$ cat config.mk
export PLATFORM = sky130hd
export DESIGN_NAME = dma_s2mm_writer
export DESIGN_NICKNAME = d
export VERILOG_FILES = /design/src/rtl/dma_pkg.sv /design/src/rtl/s2mm_sync_fifo.sv /design/src/rtl/dma_s2mm_writer.sv
export SDC_FILE = /design/constraint.sdc
export NUM_CORES = 2
export LEC_CHECK = 0
export CORE_ASPECT_RATIO = 1.1
export CORE_MARGIN = 5
export CORE_UTILIZATION = 53
export DETAILED_ROUTE_END_ITERATION = 12
export GPL_TIMING_DRIVEN = 1
export PLACE_DENSITY_LB_ADDON = 0.2
export SLEW_MARGIN = 20
export SYNTH_ARGS = -nofsm -noshare
export SYNTH_HDL_FRONTEND = slang
export SYNTH_SLANG_ARGS = --single-unit
$ cat constraint.sdc
create_clock -name m_axi_acp_aclk -period 9.1 [get_ports m_axi_acp_aclk]
set_input_delay 2.73 -clock m_axi_acp_aclk [delete_from_list [all_inputs] [get_ports m_axi_acp_aclk]]
set_output_delay 2.73 -clock m_axi_acp_aclk [all_outputs]
set_load 0.005 [all_outputs]
$ cat src/rtl/dma_pkg.sv
// Shared AXI3 ACP encodings and FSM state type for the S2MM write DMA.
package dma_pkg;

  localparam logic [1:0] AXI_BURST_INCR = 2'b01;
  localparam logic [2:0] AXI_SIZE_8B    = 3'b011;
  localparam logic [2:0] ACP_ID         = 3'b100;
  localparam logic [3:0] ACP_CACHE      = 4'b0001;
  localparam logic [2:0] ACP_PROT       = 3'b010;
  localparam logic [1:0] AXI_RESP_OKAY  = 2'b00;

  typedef enum logic [2:0] {
    StIdle,
    StFill,
    StAddr,
    StData,
    StResp,
    StDone
  } dma_state_e;

endpackage

$ cat src/rtl/s2mm_sync_fifo.sv
// Single-clock FIFO with occupancy count; asynchronous reset and synchronous flush
// both empty it. Head word is presented combinationally on rdata_o.
module s2mm_sync_fifo #(
  parameter int unsigned WIDTH = 64,
  parameter int unsigned DEPTH = 32,
  parameter int unsigned CNT_W = $clog2(DEPTH + 1)
) (
  input  logic             clk_i,
  input  logic             rst_ni,
  input  logic             flush_i,
  input  logic             push_i,
  input  logic [WIDTH-1:0] wdata_i,
  input  logic             pop_i,
  output logic [WIDTH-1:0] rdata_o,
  output logic             full_o,
  output logic             empty_o,
  output logic [CNT_W-1:0] count_o
);

  localparam int unsigned PtrW = (DEPTH > 1) ? $clog2(DEPTH) : 1;

  logic [WIDTH-1:0] mem_q [DEPTH];
  logic [PtrW-1:0]  wr_ptr_q, wr_ptr_d;
  logic [PtrW-1:0]  rd_ptr_q, rd_ptr_d;
  logic [CNT_W-1:0] count_q, count_d;
  logic             do_push, do_pop;

  assign full_o  = (count_q == CNT_W'(DEPTH));
  assign empty_o = (count_q == '0);
  assign count_o = count_q;
  assign rdata_o = mem_q[rd_ptr_q];
  assign do_push = push_i & ~full_o;
  assign do_pop  = pop_i & ~empty_o;

  // Pointers wrap explicitly since DEPTH need not be a power of two.
  always_comb begin
    wr_ptr_d = wr_ptr_q;
    rd_ptr_d = rd_ptr_q;
    count_d  = count_q;
    if (flush_i) begin
      wr_ptr_d = '0;
      rd_ptr_d = '0;
      count_d  = '0;
    end else begin
      if (do_push) begin
        wr_ptr_d = (wr_ptr_q == PtrW'(DEPTH - 1)) ? '0 : wr_ptr_q + PtrW'(1);
      end
      if (do_pop) begin
        rd_ptr_d = (rd_ptr_q == PtrW'(DEPTH - 1)) ? '0 : rd_ptr_q + PtrW'(1);
      end
      count_d = count_q + CNT_W'(do_push) - CNT_W'(do_pop);
    end
  end

  always_ff @(posedge clk_i or negedge rst_ni) begin
    if (!rst_ni) begin
      wr_ptr_q <= '0;
      rd_ptr_q <= '0;
      count_q  <= '0;
    end else begin
      wr_ptr_q <= wr_ptr_d;
      rd_ptr_q <= rd_ptr_d;
      count_q  <= count_d;
    end
  end

  always_ff @(posedge clk_i) begin
    if (do_push && !flush_i) begin
      mem_q[wr_ptr_q] <= wdata_i;
    end
  end

endmodule

$ cat src/rtl/dma_s2mm_writer.sv
// Stream-to-memory DMA: buffers one burst of 64-bit beats, then writes it over AXI3 ACP.
// Define DMA_S2MM_BRESP_CHECK_EN to flag error responses and abort the remaining bursts.
module dma_s2mm_writer
  import dma_pkg::*;
#(
  parameter int unsigned DATA_SIZE     = 1280 * 720 * 3 / 8,
  parameter int unsigned DATA_SIZE_LOG = 19,
  parameter int unsigned BURST_SIZE    = 16
) (
  input  logic        m_axi_acp_aclk,
  input  logic        axi_resetn,
  input  logic        start,
  input  logic [31:0] base_addr,
  output logic        busy,
  output logic        done,
  output logic        error,
  output logic [2:0]  m_axi_acp_awid,
  output logic [31:0] m_axi_acp_awaddr,
  output logic [3:0]  m_axi_acp_awlen,
  output logic [2:0]  m_axi_acp_awsize,
  output logic [1:0]  m_axi_acp_awburst,
  output logic [1:0]  m_axi_acp_awlock,
  output logic [3:0]  m_axi_acp_awcache,
  output logic [2:0]  m_axi_acp_awprot,
  output logic [3:0]  m_axi_acp_awqos,
  output logic [4:0]  m_axi_acp_awuser,
  output logic        m_axi_acp_awvalid,
  input  logic        m_axi_acp_awready,
  output logic [2:0]  m_axi_acp_wid,
  output logic [63:0] m_axi_acp_wdata,
  output logic [7:0]  m_axi_acp_wstrb,
  output logic        m_axi_acp_wlast,
  output logic [4:0]  m_axi_acp_wuser,
  output logic        m_axi_acp_wvalid,
  input  logic        m_axi_acp_wready,
  input  logic [2:0]  m_axi_acp_bid,
  input  logic [1:0]  m_axi_acp_bresp,
  input  logic [4:0]  m_axi_acp_buser,
  input  logic        m_axi_acp_bvalid,
  output logic        m_axi_acp_bready,
  input  logic [63:0] s2mm_data,
  input  logic        s2mm_valid,
  output logic        s2mm_ready
);

  localparam int unsigned TransNum   = DATA_SIZE / BURST_SIZE;
  localparam int unsigned BurstBytes = BURST_SIZE * 8;
  localparam int unsigned AlignBits  = $clog2(BurstBytes);
  localparam int unsigned FifoDepth  = 2 * BURST_SIZE;
  localparam int unsigned CntW       = $clog2(FifoDepth + 1);
  localparam int unsigned BeatW      = (BURST_SIZE > 1) ? $clog2(BURST_SIZE) : 1;
  localparam int unsigned CntDW      = DATA_SIZE_LOG;

  dma_state_e        state_q, state_d;
  logic [31:0]       addr_q, addr_d;
  logic [CntDW-1:0]  accepted_q, accepted_d;
  logic [CntDW-1:0]  burst_idx_q, burst_idx_d;
  logic [BeatW-1:0]  beat_q, beat_d;
  logic              awvalid_q, awvalid_d;
  logic              wvalid_q, wvalid_d;
  logic              wlast_q, wlast_d;
  logic              bready_q, bready_d;
  logic              busy_q, busy_d;
  logic              done_q, done_d;
  logic              error_q, error_d;

  logic              fifo_flush, fifo_push, fifo_pop, fifo_full, fifo_empty;
  logic [63:0]       fifo_rdata;
  logic [CntW-1:0]   fifo_count;
  logic              abort;
  logic              last_burst;
  logic              unused_b;

`ifdef DMA_S2MM_BRESP_CHECK_EN
  assign abort = (m_axi_acp_bresp != AXI_RESP_OKAY);
`else
  assign abort = 1'b0;
`endif

  assign unused_b   = ^{m_axi_acp_bid, m_axi_acp_buser, m_axi_acp_bresp, fifo_empty};
  assign last_burst = (burst_idx_q == CntDW'(TransNum - 1));
  assign s2mm_ready = busy_q & ~fifo_full & (accepted_q < CntDW'(DATA_SIZE));
  assign fifo_push  = s2mm_valid & s2mm_ready;
  assign fifo_pop   = wvalid_q & m_axi_acp_wready;

  s2mm_sync_fifo #(
    .WIDTH (64),
    .DEPTH (FifoDepth),
    .CNT_W (CntW)
  ) u_fifo (
    .clk_i   (m_axi_acp_aclk),
    .rst_ni  (axi_resetn),
    .flush_i (fifo_flush),
    .push_i  (fifo_push),
    .wdata_i (s2mm_data),
    .pop_i   (fifo_pop),
    .rdata_o (fifo_rdata),
    .full_o  (fifo_full),
    .empty_o (fifo_empty),
    .count_o (fifo_count)
  );

  always_comb begin
    state_d     = state_q;
    addr_d      = addr_q;
    accepted_d  = accepted_q + CntDW'(fifo_push);
    burst_idx_d = burst_idx_q;
    beat_d      = beat_q;
    awvalid_d   = awvalid_q;
    wvalid_d    = wvalid_q;
    wlast_d     = wlast_q;
    bready_d    = bready_q;
    busy_d      = busy_q;
    done_d      = 1'b0;
    error_d     = error_q;
    fifo_flush  = 1'b0;
    unique case (state_q)
      StIdle: begin
        if (start) begin
          state_d     = StFill;
          addr_d      = {base_addr[31:AlignBits], {AlignBits{1'b0}}};
          accepted_d  = '0;
          burst_idx_d = '0;
          busy_d      = 1'b1;
          error_d     = 1'b0;
        end
      end
      StFill: begin
        if (fifo_count >= CntW'(BURST_SIZE)) begin
          state_d   = StAddr;
          awvalid_d = 1'b1;
        end
      end
      StAddr: begin
        if (m_axi_acp_awready) begin
          state_d   = StData;
          awvalid_d = 1'b0;
          wvalid_d  = 1'b1;
          wlast_d   = (BURST_SIZE == 1);
          beat_d    = '0;
        end
      end
      StData: begin
        if (m_axi_acp_wready) begin
          if (wlast_q) begin
            state_d  = StResp;
            wvalid_d = 1'b0;
            wlast_d  = 1'b0;
            bready_d = 1'b1;
          end else begin
            beat_d  = beat_q + BeatW'(1);
            // Look one beat ahead so wlast is a registered output.
            wlast_d = (beat_q == BeatW'(BURST_SIZE - 2));
          end
        end
      end
      StResp: begin
        if (m_axi_acp_bvalid) begin
          bready_d    = 1'b0;
          addr_d      = addr_q + 32'(BurstBytes);
          burst_idx_d = burst_idx_q + CntDW'(1);
          error_d     = error_q | abort;
          if (last_burst || abort) begin
            state_d    = StDone;
            done_d     = 1'b1;
            busy_d     = 1'b0;
            fifo_flush = abort;
          end else begin
            state_d = StFill;
          end
        end
      end
      StDone: begin
        state_d = StIdle;
      end
      default: state_d = StIdle;
    endcase
  end

  always_ff @(posedge m_axi_acp_aclk or negedge axi_resetn) begin
    if (!axi_resetn) begin
      state_q     <= StIdle;
      addr_q      <= '0;
      accepted_q  <= '0;
      burst_idx_q <= '0;
      beat_q      <= '0;
      awvalid_q   <= 1'b0;
      wvalid_q    <= 1'b0;
      wlast_q     <= 1'b0;
      bready_q    <= 1'b0;
      busy_q      <= 1'b0;
      done_q      <= 1'b0;
      error_q     <= 1'b0;
    end else begin
      state_q     <= state_d;
      addr_q      <= addr_d;
      accepted_q  <= accepted_d;
      burst_idx_q <= burst_idx_d;
      beat_q      <= beat_d;
      awvalid_q   <= awvalid_d;
      wvalid_q    <= wvalid_d;
      wlast_q     <= wlast_d;
      bready_q    <= bready_d;
      busy_q      <= busy_d;
      done_q      <= done_d;
      error_q     <= error_d;
    end
  end

  assign busy              = busy_q;
  assign done              = done_q;
  assign error             = error_q;
  assign m_axi_acp_awid    = ACP_ID;
  assign m_axi_acp_awaddr  = addr_q;
  assign m_axi_acp_awlen   = 4'(BURST_SIZE - 1);
  assign m_axi_acp_awsize  = AXI_SIZE_8B;
  assign m_axi_acp_awburst = AXI_BURST_INCR;
  assign m_axi_acp_awlock  = 2'b00;
  assign m_axi_acp_awcache = ACP_CACHE;
  assign m_axi_acp_awprot  = ACP_PROT;
  assign m_axi_acp_awqos   = 4'b0000;
  assign m_axi_acp_awuser  = 5'b00000;
  assign m_axi_acp_awvalid = awvalid_q;
  assign m_axi_acp_wid     = ACP_ID;
  assign m_axi_acp_wdata   = fifo_rdata;
  assign m_axi_acp_wstrb   = 8'hFF;
  assign m_axi_acp_wlast   = wlast_q;
  assign m_axi_acp_wuser   = 5'b00000;
  assign m_axi_acp_wvalid  = wvalid_q;
  assign m_axi_acp_bready  = bready_q;

endmodule

* Word-level counts from Yosys, hierarchy flattened
Memories as Yosys holds them, arrays and structs flattened.
Cells that the tools add are included.
** Word-level totals
- Input bits :: 113
- Bits in registers :: 99
- Logic and storage cells :: 109
- Output and inout port bits :: 150
- Memories :: 1
- RAM bits :: 2048
** Cells by class
- Order comparisons :: 2
- Equal/unequal tests :: 17
- Multiplexer cells :: 45
- Reduce and logical (&&, ||, !) cells :: 14
- Bitwise gates (word level) :: 8
- Add/subtract/negate cells :: 8
** Memories
- u_fifo.mem_q :: words 32, bits a word 64, read ports 1, clocked after memory_dff 0, write ports 1, RTL line s2mm_sync_fifo.sv:22 : logic [WIDTH-1:0] mem_q [DEPTH];
** Operators by type and width (count)
- 19-bit 2-to-1 mux :: 4
- 32-bit 2-to-1 mux :: 2
- 32-bit one-hot mux with 2 select lines :: 1
- 19-bit one-hot mux with 2 select lines :: 1
- 32-bit by 8-bit adder with 32-bit output (second input constant) :: 1
- 3-bit 2-to-1 mux :: 7
- 19-bit by 1-bit adder with 19-bit output :: 1
- 19-bit by 1-bit adder with 19-bit output (second input constant) :: 1
- 19-bit by 15-bit equality test with 1-bit output (second input constant) :: 1
- 19-bit < comparator (second input constant) :: 1
- 1-bit 2-to-1 mux :: 18
- 2-bit inequality test (second input constant) :: 8
- 4-bit AND reduction :: 4
- 3-bit one-hot mux with 5 select lines :: 1
- 4-bit 2-to-1 mux :: 3
- 5-bit by 1-bit adder with 5-bit output (second input constant) :: 2
- 5-bit equality test (second input constant) :: 2
- 5-bit 2-to-1 mux :: 2
- 1-bit one-hot mux with 2 select lines :: 5
- 3-bit AND reduction :: 3
- 4-bit one-hot mux with 2 select lines :: 1
- 2-bit nonzero test :: 4
- 6-bit by 1-bit adder with 6-bit output :: 1
- 1-bit bitwise AND :: 6
- 12 further kinds :: 14

* Depth between registers and ports, before layout
- Word-level depth :: 8
- Depth in mapped cells :: 15
- Gate-level depth less buffers :: 15

* Modules after synthesis
From an unflattened synthesis, not the netlist that was laid out.
** Unflattened totals
- Cells, all modules :: 4404
- Area total of the unflattened synthesis :: 83943.0 um^2
** Modules (own cells, without submodules)
- s2mm_sync_fifo :: instances 1, sequential area each 61899.4 um^2, area an instance 79172.2 um^2, cells an instance 3855
- dma_s2mm_writer :: instances 1, sequential area each 1901.8 um^2, area an instance 4770.8 um^2, cells an instance 549

* Worst setup path before layout
No wires, ideal clock.
- Kind :: in2reg
- Start point :: input s2mm_valid
- End point :: memory u_fifo.mem_q[28][0], enable pin
- Cell stages on the path :: 5
- Path slack :: 2467 ps
- Setup time :: 487 ps
- Arrival time :: 6146 ps
- Cells stage by stage :: nand3_1 -> a21oi_1 -> buf_2 -> nand2_1 -> nor2_1
** On the way
- Word-level cells in the longest chain between the ends :: 4
** Ends and longest elaborated chain
- start, declared :: RTL line dma_s2mm_writer.sv:42 : input logic s2mm_valid,
- 1-bit bitwise AND :: RTL line dma_s2mm_writer.sv:83 : assign fifo_push = s2mm_valid & s2mm_ready;
- 1-bit bitwise AND :: RTL line s2mm_sync_fifo.sv:32 : assign do_push = push_i & ~full_o;
- named net u_fifo.do_push :: RTL line s2mm_sync_fifo.sv:26 : logic do_push, do_pop;
- 1-bit 2-to-1 mux :: RTL line s2mm_sync_fifo.sv:68 : if (do_push && !flush_i) begin
- 1-bit 2-to-1 mux (implied by the code) :: RTL line s2mm_sync_fifo.sv:69 : mem_q[wr_ptr_q] <= wdata_i;
- end, declared :: RTL line s2mm_sync_fifo.sv:22
The timed path passes the listed nets, and every way through them passes these cells.

* Worst setup path in the final report
- Start point :: register u_fifo.rd_ptr_q[1]
- End point :: output m_axi_acp_wdata[2]
** On the way
- Word-level cells in the longest chain between the ends :: 1
** Ends and longest elaborated chain
- start, declared :: RTL line s2mm_sync_fifo.sv:24 : logic [PtrW-1:0] rd_ptr_q, rd_ptr_d;
- start signal, assigned :: RTL line s2mm_sync_fifo.sv:62 : rd_ptr_q <= rd_ptr_d;
- memory read 32 x 64 bit
- end, declared :: RTL line dma_s2mm_writer.sv:30 : output logic [63:0] m_axi_acp_wdata,
No other way between the ends.

==> results by group <==
Status
  – Outcome: finished clean

Timing
  – Setup TNS: 0 ns
  – RSZ-0062 raised after global routing: no
  – Final min period: 7.79 ns
  – Slew at the pin closest to its max-slew limit: 1.22 ns
  – Rel. slew slack: 17.5%
  – Tcrit/Tclk final: 85.6%
  – FMAX: 128 MHz
  – Fin. max-slew vios: 0
  – Hold Vio Cnt, Final: 0
  – Worst Skew: 0.0358 ns
  – Hold Slack: 0.514 ns
  – Setup violations, final: 0

Global routing
  – Grt ovf: 0
  – GRT busiest layer: met2
  – Largest net degree at the start of global routing: 89
  – Met1 GRT Util: 33.4%
  – Initial antenna violation count: 8
  – All-Layer GR Usage: 23.9%
  – First-pass GRT wire length: 289000 um
  – Vias in the first global route: 42100
  – Met3 usage: 4.19%
  – GRT met2 Usage: 39.4%

Power and ir drop
  – VDD IR max: 268 uV
  – Cell Pwr Density: 294 nW/um^2
  – Overall Power: 27.6 mW
  – Leak: 30.3 nW

Setup path
  – CP endpoint kind: output pin
  – Cell Chain, Critical Path: buf_4 -> buf_4 -> mux4_2 -> a22o_1 -> a221oi_1 -> nand3_1 -> clkdlybuf4s50_1
  – Worst path buffer plus inverter count: 3
  – WP depth: 7
  – CP most frequent cell: buf_4
  – CP required: 6.37 ns
  – CP peak stage delay: 0.85 ns
  – Slowest-stage cell, CP: dfrtp_4
  – Crit path max-delay family: buffers and inverters
  – Worst Setup Start Kind: register
  – Crit Path Class: reg -> out
  – WP data arrival: 5.06 ns
  – Crit path max fanout: 48
  – R2R depth: 7

Clock network
  – Cts bufs inserted: 202
  – Post_cts resized: 0
  – Clock transition at path regs: 0.06 ns
  – Total setup buffers inserted after CTS: 0
  – Worst skew pair latency: 0.83 ns
  – Clk buf depth: 3
  – Clock Sinks: 2140
  – Htree depth: 4
  – CTS tree: yes
  – CTS hold repair buffers: 0
  – CTS Root Cell: clkbuf_16

Placement
  – Placer congestion estimate: 0.829
  – Port Buf Inserts: 191
  – DP HPWL: 102000 um

Drt
  – # DRC: 0
  – DRT iter0 DRCs: 4124
  – DRT Pass-1 Iters: 8
  – Routed wire length: 198000 um
  – Total number of vias: 42000
  – Wirelength per Cell: 29.5 um
  – Vias/cell: 6.27
  – Post-route ant nets: 0

Cells and area
  – Final #Nets: 4599
  – Area delta synth->final: 12.8%
  – Share of cells above drive strength 1: 16.6%
  – Final core occ: 60.1%

Synth
  – Top_reg_cell synth: edfxtp_1
  – Ys Warns: 0
  – Unique cell type count in the Yosys netlist: 66
  – Top cells by area, synth: edfxtp_1 74%, mux4_2 8.7%, mux2i_1 4.6%, dfrtp_1 2.8%, a22oi_1 1.5%
  – #FFs+latches synth: 2140
  – Asr flop ratio synth: 4.30%
  – Synth top area share: 74.0%
  – Post-synthesis area per instance: 19.8 sq um
  – Most common cell in the netlist: edfxtp_1
  – Register area share after synthesis: 76.8%
  – Mapped Cells: 4186
  – Top cell type by total area after synthesis: edfxtp_1
  – Post-synthesis cell area: 83100 sq um
  – Top cells by count, synth: 2048 x edfxtp_1, 385 x mux2i_1, 320 x mux4_2
  – Post-synth EDFFs: 2048

Run
  – Max_cap viols: 0

Floorplanning
  – Die X: 387 um
  – Die height: 425 um
  – Row Count: 152
  – Core Area: 156000 sq um
  – I/O pin total: 263
  – DIE AREA: 165000 sq um
  – Initial core utilization: 53.3%

Worst hold path
  – WHS Path Cells: 2
  – Hold/Removal Path Class: reg -> reg
[placed cells by master (no fill, tap or decap), drive strengths merged, types with 16 or more instances in the layout]
cell type / instances
a211oi: 16
a21oi: 42
a221oi: 71
a22o: 32
a22oi: 163
buf: 122
clkbuf: 266
clkdlybuf4s50: 184
clkinv: 76
conb: 54
dfrtp: 92
edfxtp: 2048
ha: 23
inv: 34
mux2i: 385
mux4: 320
nand2: 65
nand3: 149
nand4: 24
nor2: 102
nor2b: 17
nor3: 17
nor4: 23
o21ai: 55
o22ai: 74
xor2: 18
[per-layer routing]
metal,part of all wire [%],up-vias
met5,0.0066,-
met4,2.7,2
met3,7.6,312
met2,49,1791
met1,40,22100
li1,-,17800
[registers in the layout, indices dropped and copies added, names as in the netlist]
signal / flops
accepted_q: 19
beat_q: 4
burst_idx_q: 19
busy: 1
done: 1
m_axi_acp_awaddr: 25
m_axi_acp_awvalid: 1
m_axi_acp_bready: 1
m_axi_acp_wlast: 1
m_axi_acp_wvalid: 1
state_q: 3
u_fifo.count_o: 6
u_fifo.mem_q: 2048
u_fifo.rd_ptr_q: 5
u_fifo.wr_ptr_q: 5
[logic make-up (layout without fill, tap and decap cells)]
logic type	Yosys count	in the layout	share of synthesized area (%)
AND/OR/NAND/NOR	468	468	2.87
AO/OA/AOI/OAI	498	498	4.28
adder cells (fa/ha/maj)	24	24	0.371
XOR/XNOR	32	32	0.337
multiplexers	711	711	13.4
other	2	59	0.00904
flip-flops	2140	2140	76.8
buffers and inverters	311	696	1.92
[tightest hold or removal path, delay by kind of cell, from the launching register on]
family | cells | cell delay, ns
AO/OA/AOI/OAI | 1 | 0.05
flip-flops | 1 | 0.38
buffers and inverters | 1 | 0.05
[layout make-up]
cell class	instances	area, sq um
antenna	5	12.5
clock buffer	266	5360
clock inverter	99	742
fill	11100	62200
inverter	25	93.8
multi-input combinational	1787	18200
sequential	2140	63800
tap	2079	2600
timing repair buffer	306	2920
[worst paths after layout]
path / slack (ns) / from / to
max in group asynchronous: 5.89 / axi_resetn / u_fifo.rd_ptr_q[0]
hold reg to reg: 0.51 / m_axi_acp_bready / m_axi_acp_bready
setup reg to reg: 4.97 / accepted_q[10] / u_fifo.mem_q[29][39]
min in group asynchronous: 1.85 / axi_resetn / accepted_q[13]
setup / recovery: 1.31 / u_fifo.rd_ptr_q[1] / m_axi_acp_wdata[2]
hold / removal: 0.51 / m_axi_acp_bready / m_axi_acp_bready
[through the flow]
stage                     area [sq um]  setup WS [ns]  cells
after floorplan                  83300           2.47   4238
after global placement           87600           2.20   6337
after detailed placement         87600           2.19   6337
after CTS                        93700           1.26   6702
after global routing             93700           1.07   6704
final                            93700           1.31   6707
[report_power, final]
group / total, mW / switching (mW) / internal [mW]
Sequential: 11.9 / 0.427 / 11.5
Clock: 7.87 / 3.47 / 4.40
Combinational: 7.80 / 4.36 / 3.44
Total: 27.6 / 8.26 / 19.3
Power figures use the tool's default switching activity.
